[src/rtl/pipe_addsub_if.sv]
// Operand/result handshake bundle for pipe_addsub.
// The master side drives operands and out_ready; the slave side is the adder.
interface pipe_addsub_if #(
  parameter int WIDTH = 16
);
  logic             in_valid;
  logic             in_ready;
  logic [WIDTH-1:0] x;
  logic [WIDTH-1:0] y;
  logic             c_in;
  logic             sub;
  logic             out_valid;
  logic             out_ready;
  logic [WIDTH-1:0] s;
  logic             c_out;
  logic             overflow;
  logic             zero;

  modport master (
    output in_valid, x, y, c_in, sub, out_ready,
    input  in_ready, out_valid, s, c_out, overflow, zero
  );

  modport slave (
    input  in_valid, x, y, c_in, sub, out_ready,
    output in_ready, out_valid, s, c_out, overflow, zero
  );
endinterface

[src/rtl/pipe_addsub.sv]
// Segmented carry-pipelined adder/subtractor: one SEG-bit carry segment per
// stage, WIDTH/SEG stages deep, with a single global advance for backpressure.
module pipe_addsub #(
  parameter int WIDTH = 16,
  parameter int SEG   = 4
) (
  input  logic         clk,
  input  logic         rst,
  pipe_addsub_if.slave bus
);
  // WIDTH must be an integer multiple of SEG.
  localparam int NSEG = WIDTH / SEG;

  typedef logic [WIDTH-1:0] word_t;

  function automatic logic [SEG:0] seg_add(input logic [SEG-1:0] a,
                                           input logic [SEG-1:0] b,
                                           input logic           ci);
    return {1'b0, a} + {1'b0, b} + {{SEG{1'b0}}, ci};
  endfunction

  // Same-sign operands producing an opposite-sign result is exactly
  // carry-into-MSB XOR carry-out-of-MSB.
  function automatic logic signed_ovf(input logic a_msb,
                                      input logic b_msb,
                                      input logic s_msb);
    return (a_msb == b_msb) && (s_msb != a_msb);
  endfunction

  logic            advance;
  word_t           a_in;
  word_t           b_in;
  logic            ci_in;

  word_t           a_p   [NSEG];
  word_t           b_p   [NSEG];
  word_t           sum_p [NSEG];
  logic            cy_p  [NSEG];
  logic [NSEG-1:0] vld_p;

  word_t           nxt_a   [NSEG];
  word_t           nxt_b   [NSEG];
  word_t           nxt_sum [NSEG];
  logic            nxt_cy  [NSEG];
  logic [NSEG-1:0] vld_in;
  logic [SEG:0]    seg_r;
  word_t           acc;

  logic            ovf_in;
  logic            zero_in;

  word_t           s_p;
  logic            c_out_p;
  logic            ovf_p;
  logic            zero_p;

  assign advance = !vld_p[NSEG-1] || bus.out_ready;

  // Subtract is x + ~y + ~borrow_in; the carry chain never knows the mode.
  assign a_in  = bus.x;
  assign b_in  = bus.sub ? ~bus.y : bus.y;
  assign ci_in = bus.sub ? ~bus.c_in : bus.c_in;

  always_comb begin
    nxt_a   = '{default: '0};
    nxt_b   = '{default: '0};
    nxt_sum = '{default: '0};
    nxt_cy  = '{default: 1'b0};
    vld_in  = '0;

    // stage 0: lowest segment straight from the operand inputs
    seg_r             = seg_add(a_in[SEG-1:0], b_in[SEG-1:0], ci_in);
    acc               = '0;
    acc[SEG-1:0]      = seg_r[SEG-1:0];
    nxt_a[0]          = a_in;
    nxt_b[0]          = b_in;
    nxt_sum[0]        = acc;
    nxt_cy[0]         = seg_r[SEG];
    vld_in[0]         = bus.in_valid;

    // stage k: segment k from skewed operands and the registered carry
    for (int k = 1; k < NSEG; k++) begin
      seg_r                = seg_add(a_p[k-1][k*SEG +: SEG],
                                     b_p[k-1][k*SEG +: SEG],
                                     cy_p[k-1]);
      acc                  = sum_p[k-1];
      acc[k*SEG +: SEG]    = seg_r[SEG-1:0];
      nxt_a[k]             = a_p[k-1];
      nxt_b[k]             = b_p[k-1];
      nxt_sum[k]           = acc;
      nxt_cy[k]            = seg_r[SEG];
      vld_in[k]            = vld_p[k-1];
    end
  end

  assign ovf_in  = signed_ovf(nxt_a[NSEG-1][WIDTH-1], nxt_b[NSEG-1][WIDTH-1],
                              nxt_sum[NSEG-1][WIDTH-1]);
  assign zero_in = (nxt_sum[NSEG-1] == '0);

  // valid chain and output stage (the last segment's stage register)
  always_ff @(posedge clk or posedge rst) begin
    if (rst) begin
      vld_p   <= '0;
      s_p     <= '0;
      c_out_p <= 1'b0;
      ovf_p   <= 1'b0;
      zero_p  <= 1'b0;
    end else if (advance) begin
      vld_p <= vld_in;
      if (vld_in[NSEG-1]) begin
        s_p     <= nxt_sum[NSEG-1];
        c_out_p <= nxt_cy[NSEG-1];
        ovf_p   <= ovf_in;
        zero_p  <= zero_in;
      end else begin
        s_p     <= '0;
        c_out_p <= 1'b0;
        ovf_p   <= 1'b0;
        zero_p  <= 1'b0;
      end
    end
  end

  // inner stages: operand skew, partial sums and inter-segment carries
  always_ff @(posedge clk) begin
    if (advance) begin
      for (int k = 0; k < NSEG - 1; k++) begin
        a_p[k]   <= nxt_a[k];
        b_p[k]   <= nxt_b[k];
        sum_p[k] <= nxt_sum[k];
        cy_p[k]  <= nxt_cy[k];
      end
    end
  end

  assign bus.in_ready  = advance;
  assign bus.out_valid = vld_p[NSEG-1];
  assign bus.s         = s_p;
  assign bus.c_out     = c_out_p;
  assign bus.overflow  = ovf_p;
  assign bus.zero      = zero_p;
endmodule
[src/flat_wrapper.sv]
// flat-port wrapper written by rule: the top's interface ports become plain ports
module pipe_addsub_flat 
#(
  parameter int WIDTH = 16,
  parameter int SEG   = 4
)
  (clk, rst, bus_in_valid, bus_x, bus_y, bus_c_in, bus_sub, bus_out_ready, bus_in_ready, bus_out_valid, bus_s, bus_c_out, bus_overflow, bus_zero);
  pipe_addsub_if #(.WIDTH(WIDTH)) bus_i ();
  input  logic clk;
  input  logic rst;
  input wire logic [$bits(bus_i.in_valid)-1:0] bus_in_valid;
  input wire logic [$bits(bus_i.x)-1:0] bus_x;
  input wire logic [$bits(bus_i.y)-1:0] bus_y;
  input wire logic [$bits(bus_i.c_in)-1:0] bus_c_in;
  input wire logic [$bits(bus_i.sub)-1:0] bus_sub;
  input wire logic [$bits(bus_i.out_ready)-1:0] bus_out_ready;
  output wire logic [$bits(bus_i.in_ready)-1:0] bus_in_ready;
  output wire logic [$bits(bus_i.out_valid)-1:0] bus_out_valid;
  output wire logic [$bits(bus_i.s)-1:0] bus_s;
  output wire logic [$bits(bus_i.c_out)-1:0] bus_c_out;
  output wire logic [$bits(bus_i.overflow)-1:0] bus_overflow;
  output wire logic [$bits(bus_i.zero)-1:0] bus_zero;
  assign bus_i.in_valid = bus_in_valid;
  assign bus_i.x = bus_x;
  assign bus_i.y = bus_y;
  assign bus_i.c_in = bus_c_in;
  assign bus_i.sub = bus_sub;
  assign bus_i.out_ready = bus_out_ready;
  assign bus_in_ready = bus_i.in_ready;
  assign bus_out_valid = bus_i.out_valid;
  assign bus_s = bus_i.s;
  assign bus_c_out = bus_i.c_out;
  assign bus_overflow = bus_i.overflow;
  assign bus_zero = bus_i.zero;
  pipe_addsub #(.WIDTH(WIDTH), .SEG(SEG)) u_core (.clk(clk), .rst(rst), .bus(bus_i));
endmodule
[config.mk]
export PLATFORM = sky130hd
export DESIGN_NAME = pipe_addsub_flat
export DESIGN_NICKNAME = d
export VERILOG_FILES = /design/src/rtl/pipe_addsub_if.sv /design/src/rtl/pipe_addsub.sv /design/src/flat_wrapper.sv
export SDC_FILE = /design/constraint.sdc
export NUM_CORES = 1
export LEC_CHECK = 0
export ABC_AREA = 1
export CAP_MARGIN = 20
export CORE_MARGIN = 2
export CORE_UTILIZATION = 48
export CTS_CLUSTER_DIAMETER = 100
export DETAILED_ROUTE_END_ITERATION = 7
export GPL_TIMING_DRIVEN = 1
export PLACE_DENSITY = 0.8
export REMOVE_ABC_BUFFERS = 1
export SLEW_MARGIN = 5
export SYNTH_ARGS = -nofsm -noshare
export SYNTH_HDL_FRONTEND = slang
export SYNTH_SLANG_ARGS = --single-unit
export TNS_END_PERCENT = 50
[constraint.sdc]
create_clock -name clk -period 1.9 [get_ports clk]
set_input_delay 0.38 -clock clk [delete_from_list [all_inputs] [get_ports clk]]
set_output_delay 0.38 -clock clk [all_outputs]
set_load 0.005 [all_outputs]
* After elaboration in Yosys (flattened, before gate mapping) *
Memory sizes are Yosys's and may differ from the RTL's.
Cells that the tools add are included.

word-level totals
  RAM bits = 196
  output and inout bits = 21
  flip-flop bits (word level) = 23
  memories kept = 4

memory list
  memory        words  bits a word  read ports  clocked after Yosys merged registers in  wr ports  RTL line           RTL
  u_core.a_p    4      16           3           0                                        3         pipe_addsub.sv:35  word_t a_p [NSEG];
  u_core.b_p    4      16           3           0                                        3         pipe_addsub.sv:36  word_t b_p [NSEG];
  u_core.sum_p  4      16           3           0                                        3         pipe_addsub.sv:37  word_t sum_p [NSEG];
  u_core.cy_p   4      1            3           0                                        3         pipe_addsub.sv:38  logic cy_p [NSEG];

cells by class
  equal/unequal tests = 2
  bitwise operators = 2
  mux-type cells = 8
  reductions and logical operators = 4
  add/subtract/negate cells = 8

operators by type and width
  kind                 count
  $mux W16             2
  $add A4 B4 Y5        4
  $add A5 B1 Y5        4
  $logic_not A16 Y1    1
  $not A16 Y16         1
  $mux W1              6
  $eq A1 B1 Y1         1
  $logic_and A1 B1 Y1  1
  $logic_not A1 Y1     1
  $logic_or A1 B1 Y1   1
  $ne A1 B1 Y1         1
  $not A1 Y1           1

* Depth between registers and ports, before layout *
An unclocked memory read counts as a cell.

  depth after elaboration = 6
  mapped depth = 11
  mapped depth without buffers = 11

* Worst setup path after synthesis *
Ideal clock, no wire load.

  kind = flip-flop to flip-flop
  start point = reg u_core.vld_p[3]
  end point = reg u_core.c_out_p, in the netlist u_core.bus.c_out
  cell stages (with the launch flop) = 6
  clock period less this slack = 1.970 ns
  data required time = 1.773 ns
  data arrival time = 1.843 ns
  path slack = -0.070 ns
  path through = dfrtp_1 -> nand2_2 -> inv_2 -> buf_6 -> nand2_1 -> o21ai_0

between the ends
  word-level cells in the longest chain between the ends = 2

ends and longest elaborated chain
  what                      RTL line            RTL
  start: declaration        pipe_addsub.sv:39   logic [NSEG-1:0] vld_p;
  start signal: assignment  pipe_addsub.sv:109  vld_p <= vld_in;
  $logic_not A1 Y1          pipe_addsub.sv:57   assign advance = !vld_p[NSEG-1] || bus.out_ready;
  $logic_or A1 B1 Y1        pipe_addsub.sv:57
  via bus_in_ready          flat_wrapper.sv:17  output wire logic [$bits(bus_i.in_ready)-1:0] bus_in_ready;
  end signal: assignment    pipe_addsub.sv:112  c_out_p <= nxt_cy[NSEG-1];
  end: declaration          pipe_addsub.sv:53   logic c_out_p;

The timed path passes the listed nets, and every way through them passes these cells.
A chain may end at the register's enable or synchronous reset.

==> impl_metrics.json <==
{
  "finalHoldViolations": 0,
  "overflow": 0,
  "num_vias": 2180,
  "worst_pin_slew_ps": 359,
  "grt_use_total": 0.147,
  "peakVddDrop_mv": 0.435,
  "multiInputGateArea_sq_um": 998,
  "yosys_warnings": 0,
  "gp_congestion": 0.781,
  "synth_simple_gate_area_frac": 0.0691,
  "critPathBufInv": 3,
  "r2r_cells": 9,
  "grt_max_degree": 43,
  "port_buffers": 58,
  "grt_pass1_wl_um": 9850,
  "crit_path_max_fanout": 3,
  "netlist_area_sq_um": 4020,
  "power_density_nw_per_um2": 1390,
  "combPwrFrac": 0.296,
  "core_sq_um": 8180,
  "drv_cap": 0,
  "clk_path_buf_depth": 2,
  "slowest_stage": "fa_1",
  "vias_per_cell": 4.69,
  "layout-drive-gt1-share": 0.106,
  "period_needed_ps": 1740,
  "area_growth_pct": 23.5,
  "worstPathRequired_ps": 2190,
  "power.internal_mw": 4.82,
  "num_antenna_cells": 0,
  "finalClockSkew_ps": 7.62,
  "drt-total-wl_um": 6000,
  "timing.critical_path.mode_cell": "inv_1",
  "synth-async-reset-ratio": 0.235,
  "finalSetupViolations": 0,
  "detail_route.wl_per_cell_um": 12.9,
  "synth_xor_xnor_area_share": 0.0501,
  "synth_top_family_by_area": "adder cells",
  "drc": 0,
  "antenna_left": 0,
  "numCtsBuffers": 9,
  "pwr-share-clk": 0.183,
  "arrival_ps": 2030,
  "cts_root_buf": "clkbuf_8",
  "clkTransAtPathRegs_ps": 90,
  "dr.first_iter.drc_count": 96,
  "io_pins": 59,
  "worst_path_dominant_cell_family": "adder cells",
  "worst_slack_ps": 160,
  "fp-row-count": 33,
  "dr.pass1.iters": 4,
  "synth_compound_area_frac": 0.0483,
  "seq_area_frac_synth": 0.704,
  "maxSlewHeadroom": 0.761,
  "synth_commonest_cells": "edfxtp_1, nand2_1, inv_1, dfrtp_1, xor2_1",
  "dieHeight_um": 95.5,
  "leakage_nw": 2.08,
  "synthMuxAreaShare": 0,
  "power_switching_share": 0.302,
  "cts.sinks": 98,
  "final_util": 0.607,
  "drv_slew": 0,
  "synth_area_leader_cell": "edfxtp_1",
  "hpwl_um": 4360,
  "fin_crit_sh": 0.916,
  "die-area_sq_um": 9120,
  "syn_avg_cell_area_sq_um": 14.1,
  "syn_inst": 284,
  "ys_ff_latch": 98,
  "whs_ps": 351,
  "synth-edff-count": 75,
  "start_util": 0.491,
  "ys_top_cells_by_area": "edfxtp_1, dfrtp_1, nand2_1, xor2_1, fa_1",
  "criticalPathCategory": "reg -> reg",
  "setup_tns_ps": 0,
  "clock.fmax_mhz": 575,
  "synth_cell_types": 20,
  "die_w_um": 95.5,
  "yosysMostFrequentCell": "edfxtp_1",
  "start_kind": "flop",
  "total_power_mw": 6.90,
  "cp.depth": 9,
  "power_switching_mw": 2.08,
  "netlist.area_leader.share": 0.561,
  "n_fill_cell": 639,
  "seq_area_sq_um": 2830,
  "post_cts_buffers": 0,
  "seqPwrFrac": 0.521,
  "path_cells": "inv_1 > fa_2 > inv_2 > fa_1 > inv_1 > nand4_1 > nor2_1 > nand3_1 > nand2_1",
  "synth-adder-area-share": 0.0772,
  "hold_class": "in -> async",
  "clk_latency_ps": 360,
  "grt_pass1_vias": 2188,
  "status": "finished, final reports clean",
  "endpoint_kind": "flop",
  "final_nets": 413,
  "slowest_delay_ps": 410,
  "cts_tree": "built",
  "htree_levels": 3,
  "place_ws_ps": -416,
  "antenna_found_initial": 0,
  "synth_ff_type": "edfxtp_1",
  "rsz0062_at_grt": "false"
}
==> cell type report <==
type	instances	share of cell area
clock buffers	10	0.0257
clock inverters	6	0.0116
inverters	41	0.0310
multi-input cells	140	0.201
flip-flops and latches	98	0.570
well taps	105	0.0265
repair buffers	65	0.134
==> worst paths after layout <==
kind                                      from                  end  slack (ps)
max                          u_core.a_p[0][44]      u_core.bus.zero         160
min                                        rst  u_core.bus.overflow         350
max reg2reg                  u_core.a_p[0][44]      u_core.bus.zero         160
min reg2reg                u_core.sum_p[0][16]  u_core.sum_p[0][32]         420
max in group asynchronous                  rst     u_core.bus.s[11]        1330
min in group clk           u_core.sum_p[0][16]  u_core.sum_p[0][32]         420
==> registers in the layout, indices dropped and copies added, names as in the netlist <==
signal,flops
u_core.bus.zero,1
u_core.bus.overflow,1
u_core.vld_p,4
u_core.a_p,24
u_core.sum_p,24
u_core.bus.s,16
u_core.b_p,24
u_core.cy_p,3
u_core.bus.c_out,1
==> power groups by stage <==
| stage | Combinational (mW) | Clock [mW] | Sequential, mW |
|---|---|---|---|
| after floorplan | 1.18 | 0 | 3.59 |
| after global placement | 1.96 | 0 | 3.60 |
| after detailed placement | 2.07 | 0 | 3.65 |
| after CTS | 2.07 | 1.30 | 3.60 |
| after global routing | 2.32 | 1.38 | 3.67 |
| final | 2.04 | 1.26 | 3.59 |
==> timing repair <==
action,CTS,global route
setup endpoints to repair,2,3
gates resized for setup,2,4
endpoints found under the hold margin,0,0
hold buffers,0,0
==> cell families after synthesis <==
logic type,count (synthesis)
flops,98
buf+inv,46
xor+xnor,23
fa+ha+maj,20
compound gates,29
simple gates,68
==> worst reg2reg max path, stage by stage, from the launching register on <==
cell	delay, ps
edfxtp_1	340
inv_1	60
fa_2	380
inv_2	80
fa_1	410
inv_1	90
nand4_1	70
nor2_1	100
nand3_1	90
nand2_1	60
==> through the flow <==
step                      area [sq um]  cells
after floorplan                   3970    279
after global placement            4760    449
after detailed placement          4760    449
after CTS                         4950    465
after global routing              4960    465
final                             4960    465
==> routing by layer <==
| layer | routed length [um] | vias up | global-route usage |
|---|---|---|---|
| met3 | 341 | 9 | 0.0411 |
| li1 | - | 1087 | - |
| met4 | 94 | 0 | 0.0679 |
| met5 | 0 | - | 0 |
| met2 | 3000 | 76 | 0.248 |
| met1 | 2570 | 1008 | 0.175 |
==> layout by cell type, fill, tap and decap left out <==
cell type	netlist	routed
a21oi_1	8	8
a21oi_4	1	1
buf_12	0	2
buf_4	1	4
buf_6	4	1
bufinv_16	0	1
clkbuf_1	0	1
clkbuf_8	0	9
clkdlybuf4s50_1	0	56
clkinv_1	0	2
clkinv_2	0	1
clkinvlp_4	0	2
dfrtp_1	23	23
dlygate4sd2_1	0	1
dlymetal6s2s_1	0	1
edfxtp_1	75	75
fa_1	8	7
fa_2	0	1
ha_1	12	12
inv_1	38	37
inv_2	3	4
nand2_1	50	50
nand2_4	0	1
nand3_1	9	9
nand3b_1	1	1
nand4_1	2	2
nor2_1	5	5
o21ai_0	10	10
o21ai_2	10	10
xnor2_1	3	3
xor2_1	20	19
xor2_2	0	1
No activity file was read; power rests on OpenSTA's default activity.
